`config.mk`:
```
export PLATFORM = sky130hd
export DESIGN_NAME = divisor_secuencial
export DESIGN_NICKNAME = d
export VERILOG_FILES = /design/src/rtl/divisor_secuencial.sv
export SDC_FILE = /design/constraint.sdc
export NUM_CORES = 1
export LEC_CHECK = 0
export ABC_AREA = 1
export CAP_MARGIN = 30
export CORE_MARGIN = 3
export CORE_UTILIZATION = 60
export DETAILED_ROUTE_END_ITERATION = 16
export PLACE_DENSITY = 0.85
export SYNTH_ARGS = -nofsm -noshare
export SYNTH_HDL_FRONTEND = slang
export SYNTH_SLANG_ARGS = --single-unit
```
`constraint.sdc`:
```
create_clock -name clk -period 4.1 [get_ports clk]
set_input_delay 1.025 -clock clk [delete_from_list [all_inputs] [get_ports clk]]
set_output_delay 1.025 -clock clk [all_outputs]
set_load 0.05 [all_outputs]
```
`src/rtl/divisor_secuencial.sv`:
```
`default_nettype none
// ============================================================================
// Module  : divisor_secuencial
// Brief   : Sequential signed restoring divider, one quotient bit per clock.
// Revision: 1.0 - initial release
// ============================================================================
module divisor_secuencial #(
   parameter int SIZE = 4
) (
   input  logic            clk,
   input  logic            reset,
   input  logic            Inicio,
   input  logic [SIZE-1:0] dividendo,
   input  logic [SIZE-1:0] divisor,
   output logic [SIZE-1:0] cociente,
   output logic [SIZE-1:0] resto,
   output logic            Fin,
   output logic            Error
);

   localparam int c_CNT_W = $clog2(SIZE + 1);

   typedef enum logic [1:0] {
      REPOSO = 2'd0,
      OPERA  = 2'd1,
      AJUSTE = 2'd2,
      FIN    = 2'd3
   } state_t;

   state_t r_state;
   state_t w_state_next;

   logic [SIZE-1:0]    r_q;
   logic [SIZE-1:0]    r_m;
   logic [SIZE:0]      r_a;
   logic [c_CNT_W-1:0] r_cnt;
   logic               r_sign_dd;
   logic               r_sign_dv;
   logic               r_ovf;
   logic [SIZE-1:0]    r_cociente;
   logic [SIZE-1:0]    r_resto;
   logic               r_error;

   logic               w_idle;
   logic               w_accept;
   logic               w_div_zero;
   logic               w_ovf;
   logic               w_last;
   logic [SIZE-1:0]    w_mag_dd;
   logic [SIZE-1:0]    w_mag_dv;
   logic [SIZE:0]      w_shift_a;
   logic [SIZE+1:0]    w_diff;
   logic               w_neg;

   assign w_idle     = (r_state == REPOSO) || (r_state == FIN);
   assign w_accept   = w_idle && Inicio;
   assign w_div_zero = (divisor == '0);
   assign w_ovf      = (dividendo == {1'b1, {(SIZE-1){1'b0}}}) && (divisor == '1);
   assign w_last     = (r_cnt == c_CNT_W'(SIZE - 1));

   // Magnitudes are unsigned SIZE bits, so the most negative value maps to 2^(SIZE-1).
   assign w_mag_dd = dividendo[SIZE-1] ? -dividendo : dividendo;
   assign w_mag_dv = divisor[SIZE-1]   ? -divisor   : divisor;

   // One extra bit on the trial subtraction keeps its sign unambiguous for any A.
   assign w_shift_a = {r_a[SIZE-1:0], r_q[SIZE-1]};
   assign w_diff    = {1'b0, w_shift_a} - {2'b00, r_m};
   assign w_neg     = w_diff[SIZE+1];

   always_ff @(posedge clk or posedge reset) begin
      if (reset) begin
         r_state <= REPOSO;
      end else begin
         r_state <= w_state_next;
      end
   end

   always_comb begin
      w_state_next = r_state;
      case (r_state)
         REPOSO, FIN: begin
            if (Inicio) begin
               w_state_next = w_div_zero ? FIN : OPERA;
            end
         end
         OPERA: begin
            if (w_last) begin
               w_state_next = AJUSTE;
            end
         end
         AJUSTE:  w_state_next = FIN;
         default: w_state_next = REPOSO;
      endcase
   end

   always_ff @(posedge clk or posedge reset) begin
      if (reset) begin
         r_q        <= '0;
         r_m        <= '0;
         r_a        <= '0;
         r_cnt      <= '0;
         r_sign_dd  <= 1'b0;
         r_sign_dv  <= 1'b0;
         r_ovf      <= 1'b0;
         r_cociente <= '0;
         r_resto    <= '0;
         r_error    <= 1'b0;
      end else begin
         case (r_state)
            REPOSO, FIN: begin
               if (w_accept) begin
                  if (w_div_zero) begin
                     r_cociente <= '1;
                     r_resto    <= dividendo;
                     r_error    <= 1'b1;
                  end else begin
                     r_error   <= 1'b0;
                     r_sign_dd <= dividendo[SIZE-1];
                     r_sign_dv <= divisor[SIZE-1];
                     r_ovf     <= w_ovf;
                     r_q       <= w_mag_dd;
                     r_m       <= w_mag_dv;
                     r_a       <= '0;
                     r_cnt     <= '0;
                  end
               end
            end
            OPERA: begin
               r_a   <= w_neg ? w_shift_a : w_diff[SIZE:0];
               r_q   <= {r_q[SIZE-2:0], ~w_neg};
               r_cnt <= r_cnt + c_CNT_W'(1);
            end
            AJUSTE: begin
               // Overflow case wraps naturally: |min|/1 leaves Q = 2^(SIZE-1).
               r_cociente <= (r_sign_dd ^ r_sign_dv) ? -r_q : r_q;
               r_resto    <= r_sign_dd ? -r_a[SIZE-1:0] : r_a[SIZE-1:0];
               r_error    <= r_ovf;
            end
            default: begin
               r_error <= r_error;
            end
         endcase
      end
   end

   assign cociente = r_cociente;
   assign resto    = r_resto;
   assign Error    = r_error;
   assign Fin      = (r_state == FIN);

endmodule
`default_nettype wire

```
# Word-level counts from Yosys, hierarchy flattened
# Cells that the tools add are included.
totals:
  input_bits: 11
  word_cells: 71
  register_bits: 29
op_classes:
  muxes: 27
  n_reduce_logical: 13
  addsub: 6
  bitwise: 3
  eq_ne: 11
op_table:
  columns: ["cell", "count"]
  rows:
  - ["$mux W4", 13]
  - ["$pmux W4 S2", 4]
  - ["$neg A4 Y4", 4]
  - ["$ne A2 B2 Y1 const B", 5]
  - ["$reduce_and A3 Y1", 3]
  - ["$eq A4 B4 Y1 const B", 2]
  - ["$mux W2", 3]
  - ["$mux W3", 2]
  - ["$pmux W2 S3", 1]
  - ["$pmux W3 S2", 1]
  - ["$sub A5 B4 Y6", 1]
  - ["$eq A2 B2 Y1 const B", 2]
  - ["$logic_not A4 Y1", 1]
  - ["$reduce_and A2 Y1", 2]
  - ["$reduce_bool A2 Y1", 2]
  - ["$add A3 B1 Y3 const B", 1]
  - ["$eq A3 B2 Y1 const B", 1]
  - ["$eq A2 B1 Y1 const B", 1]
  - ["$logic_and A1 B1 Y1", 2]
  - ["$logic_not A2 Y1", 1]
  - ["$mux W1", 2]
  - ["$not A1 Y1", 2]
  - ["$pmux W1 S2", 1]
  - ["$reduce_or A2 Y1", 1]
  - ["2 further kinds", 2]

# Longest topological paths before layout
logic_depth:
  depth_word: 5
  mapped_depth: 10
  mapped_depth_nobuf: 10

# Least setup slack after synthesis
# OpenSTA, ideal clock, no wires.
synth_timing:
  path_type: "in2reg"
  from: "input port divisor[0]"
  to: "register r_ovf"
  path_buffers: 1
  stages: 8
  arrival_ns: 1.820
  setup_ns: 0.076
  setup_slack_ns: 2.203
  required_ns: 4.024
  path_cell_list: "inv_1 ha_1 nand2_1 nand2_2 buf_6 inv_2 nand2_1 o21ai_1"
synth_via:
  elab_chain_cells: 3
  elab_cells_between_ends: 5
synth_lines:
  columns: ["item", "line", "source"]
  rows:
  - ["start, declared", "14", "input logic [SIZE-1:0] divisor,"]
  - ["$logic_not A4 Y1", "57", "assign w_div_zero = (divisor == '0);"]
  - ["$not A1 Y1 (no source line)", null, null]
  - ["$reduce_and A3 Y1 (no source line)", null, null]
  - ["end signal, assigned", "120", "r_ovf <= w_ovf;"]
  - ["end, declared", "39", "logic r_ovf;"]
# Several ways; a longest one is shown, not always the timed one.
# A chain may end at the register's enable or synchronous reset.

# Worst setup path in the final report
layout_timing:
  from: "register r_state[0]"
  to: "output port Fin"
layout_via:
  elab_chain_cells: 1
layout_lines:
  columns: ["item", "line", "source"]
  rows:
  - ["start, declared", "30", "state_t r_state;"]
  - ["start signal, assigned", "74", "r_state <= w_state_next;"]
  - ["$eq A2 B2 Y1", "149", "assign Fin = (r_state == FIN);"]
  - ["end, declared", "17", "output logic Fin,"]
# Every way passes these cells.

==> reports/results.ini <==
[outcome]
status = complete, no violations

[pwr]
power_density_mw_per_mm2 = 838
power.static_leakage_nw = 1.10
peakVddDrop_uv = 614

[worst_setup_path]
cp_max_fo = 5
cp-start-kind = flip-flop
slowest_stage = clkdlybuf4s50_1
cp-end-kind = primary output
critPathKind = reg2out
path_cells = ha_1 -> clkdlybuf4s50_1
worst_ep_required_time_ns = 3.07
max_stage_delay_ns = 0.80
worstPathArrival_ns = 1.72

[final_layout]
insertedDiodeCount = 0
multi_input_area_um2 = 936
final_cell_mix = nand2_1, dfrtp_1, inv_1, nor2_1, clkdlybuf4s50_1
seqCellArea_um2 = 726
final_common_cell = nand2_1
drive_above_1_share_pct = 8.71
final_nets = 290
area_growth_pct = 18.8
fill_cells = 217

[place]
io_buffers = 20
gp_congestion = 0.868
place_ws_ns = 1.46
hpwlAfterDp_mm = 3.04

[cts]
clk_latency_ns = 0.34
clk_pin_slew_worst_paths_ns = 0.10
cts_made_buffers = 5
cts_buffer_depth = 2
postCtsSetupRepairBufs = 0
postCtsResizedCells = 0
cts_hold_buf = 0
cts_sinks = 29
cts_tree = yes
cts-root-buf = clkbuf_4
htree_levels = 2

[sta]
setup_ws_ns = 1.35
final.period_utilization_pct = 67.0
final_max_slew_viol_count = 0
worst_pin_slew_ns = 0.494
hold_viol = 0
slew_headroom_pct = 67.0
setup_viol = 0
fmax_mhz = 364
tns_ns = 0
post-route-min-period_ns = 2.75
rsz0062_at_grt = false
fin_skew_ns = 0.00924

[global_routing]
grt_pass1_vias = 1534
grt_pass1_wl_mm = 6.64
antenna_found_initial = 0
overflow = 0
grt_max_degree = 22
grt_usage_pct = 24.7

[floorplan]
die-area_mm2 = 0.00371
start_util_pct = 64.5
rows = 19
die_w_um = 60.9
coreArea_mm2 = 0.00281
die-height_um = 60.9
io_pins = 21

[routing]
final_antenna_net_count = 0
route.detailed.drc = 0
wirelength_mm = 3.99
drtIter0Drc = 78
dr_total_vias = 1615
via_per_inst = 5.47
firstDrtPassIters = 4
routedWlPerCell_um = 13.5

[yosys]
synth_cell_types = 28
synth_nets = 263
yosysTopAreaCellShare_pct = 40.1
syn_avg_cell_area_um2 = 7.67
ys_seq_area_share_pct = 40.1
yosys_warnings = 0
synth_largest_area_cell = dfrtp_1
synth-seq-cells = 29
netlist_area_mm2 = 0.00181
syn-instance-count = 236
synth_area_leaders = dfrtp_1, nand2_1, ha_1

[run]
max-cap-violations = 0

[hold_path]
hp-class = reg2reg

cell type report:
cell class	instances	share of cell area (%)
Timing Repair Buffer	21	10.6
Inverter	35	6.34
Sequential cell	29	33.8
Clock inverter	1	1.40
Clock buffer	7	2.56
Tap cell	31	1.80
Multi-Input combinational cell	171	43.5
Yosys cell counts, drive strengths merged:
cell type and n:
o21ai 18, inv 35, a22oi 1, or2 1, nor3 1, buf 1
o211ai 2, fa 1, nand3b 1, xnor2 2, nand2 70, nand4 4
a21oi 7, o22ai 3, o31ai 1, nand3 15, a31oi 1, nor2 26
ha 15, xor2 2, dfrtp 29
through the flow:
step / std cells / power [mW] / hold WS, ns / util [%] / area, µm²
finish: 295 / 1.80 / 0.483 / 76.6 / 2150
global route: 295 / 1.95 / 0.503 / 76.6 / 2150
detailed placement: 287 / 1.54 / 0.465 / 73.6 / 2060
global placement: 286 / 1.51 / 0.462 / 72.6 / 2040
floorplan: 236 / 1.28 / 0.452 / - / 1810
CTS: 295 / 1.79 / 0.489 / 76.6 / 2150
metal layers:
layer,routed length (µm),global-route usage (%)
met1,1710,31.8
met2,1960,40.6
met3,251,4.26
met4,63,11.1
met5,0,0
path summary, 6_finish.rpt:
| check | cells after the start | start | endpoint | slack (ns) |
|---|---|---|---|---|
| max in group asynchronous | 3 | reset | r_sign_dd | 2.67 |
| max reg2reg | 9 | r_state[0] | cociente[2] | 2.30 |
| max | 2 | r_state[0] | Fin | 1.35 |
| min in group asynchronous | 2 | reset | r_a[0] | 0.98 |
| min | 2 | resto[3] | resto[3] | 0.48 |
| min reg2reg | 2 | resto[3] | resto[3] | 0.48 |
logic make-up (layout without fill, tap and decap cells):
kind of cell / Yosys count / after routing / synth area share, %
simple gates: 118 / 118 / 27.5
buf+inv: 36 / 64 / 8.16
compound gates: 33 / 33 / 10.9
flops: 29 / 29 / 40.1
fa+ha+maj: 16 / 16 / 11.5
xor+xnor: 4 / 4 / 1.94
flip-flops by register name, summed over array words and instances (netlist names):
name	cells
Error	1
cociente	4
r_a	4
r_cnt	3
r_m	4
r_ovf	1
r_q	4
r_sign_dd	1
r_sign_dv	1
r_state	2
resto	4
power breakdown:
group / internal [mW] / total [mW] / switching [mW]
clock: 0.146 / 0.253 / 0.108
combinational: 0.358 / 1.07 / 0.713
sequential: 0.398 / 0.478 / 0.0802
total: 0.901 / 1.80 / 0.901
critical path: cells and delay by family (launching register included):
family | cells | cell delay (ns)
adders and majority gates | 1 | 0.17
buffers and inverters | 1 | 0.80
DFF | 1 | 0.42
Note: power is estimated with default switching activity, not from simulation.
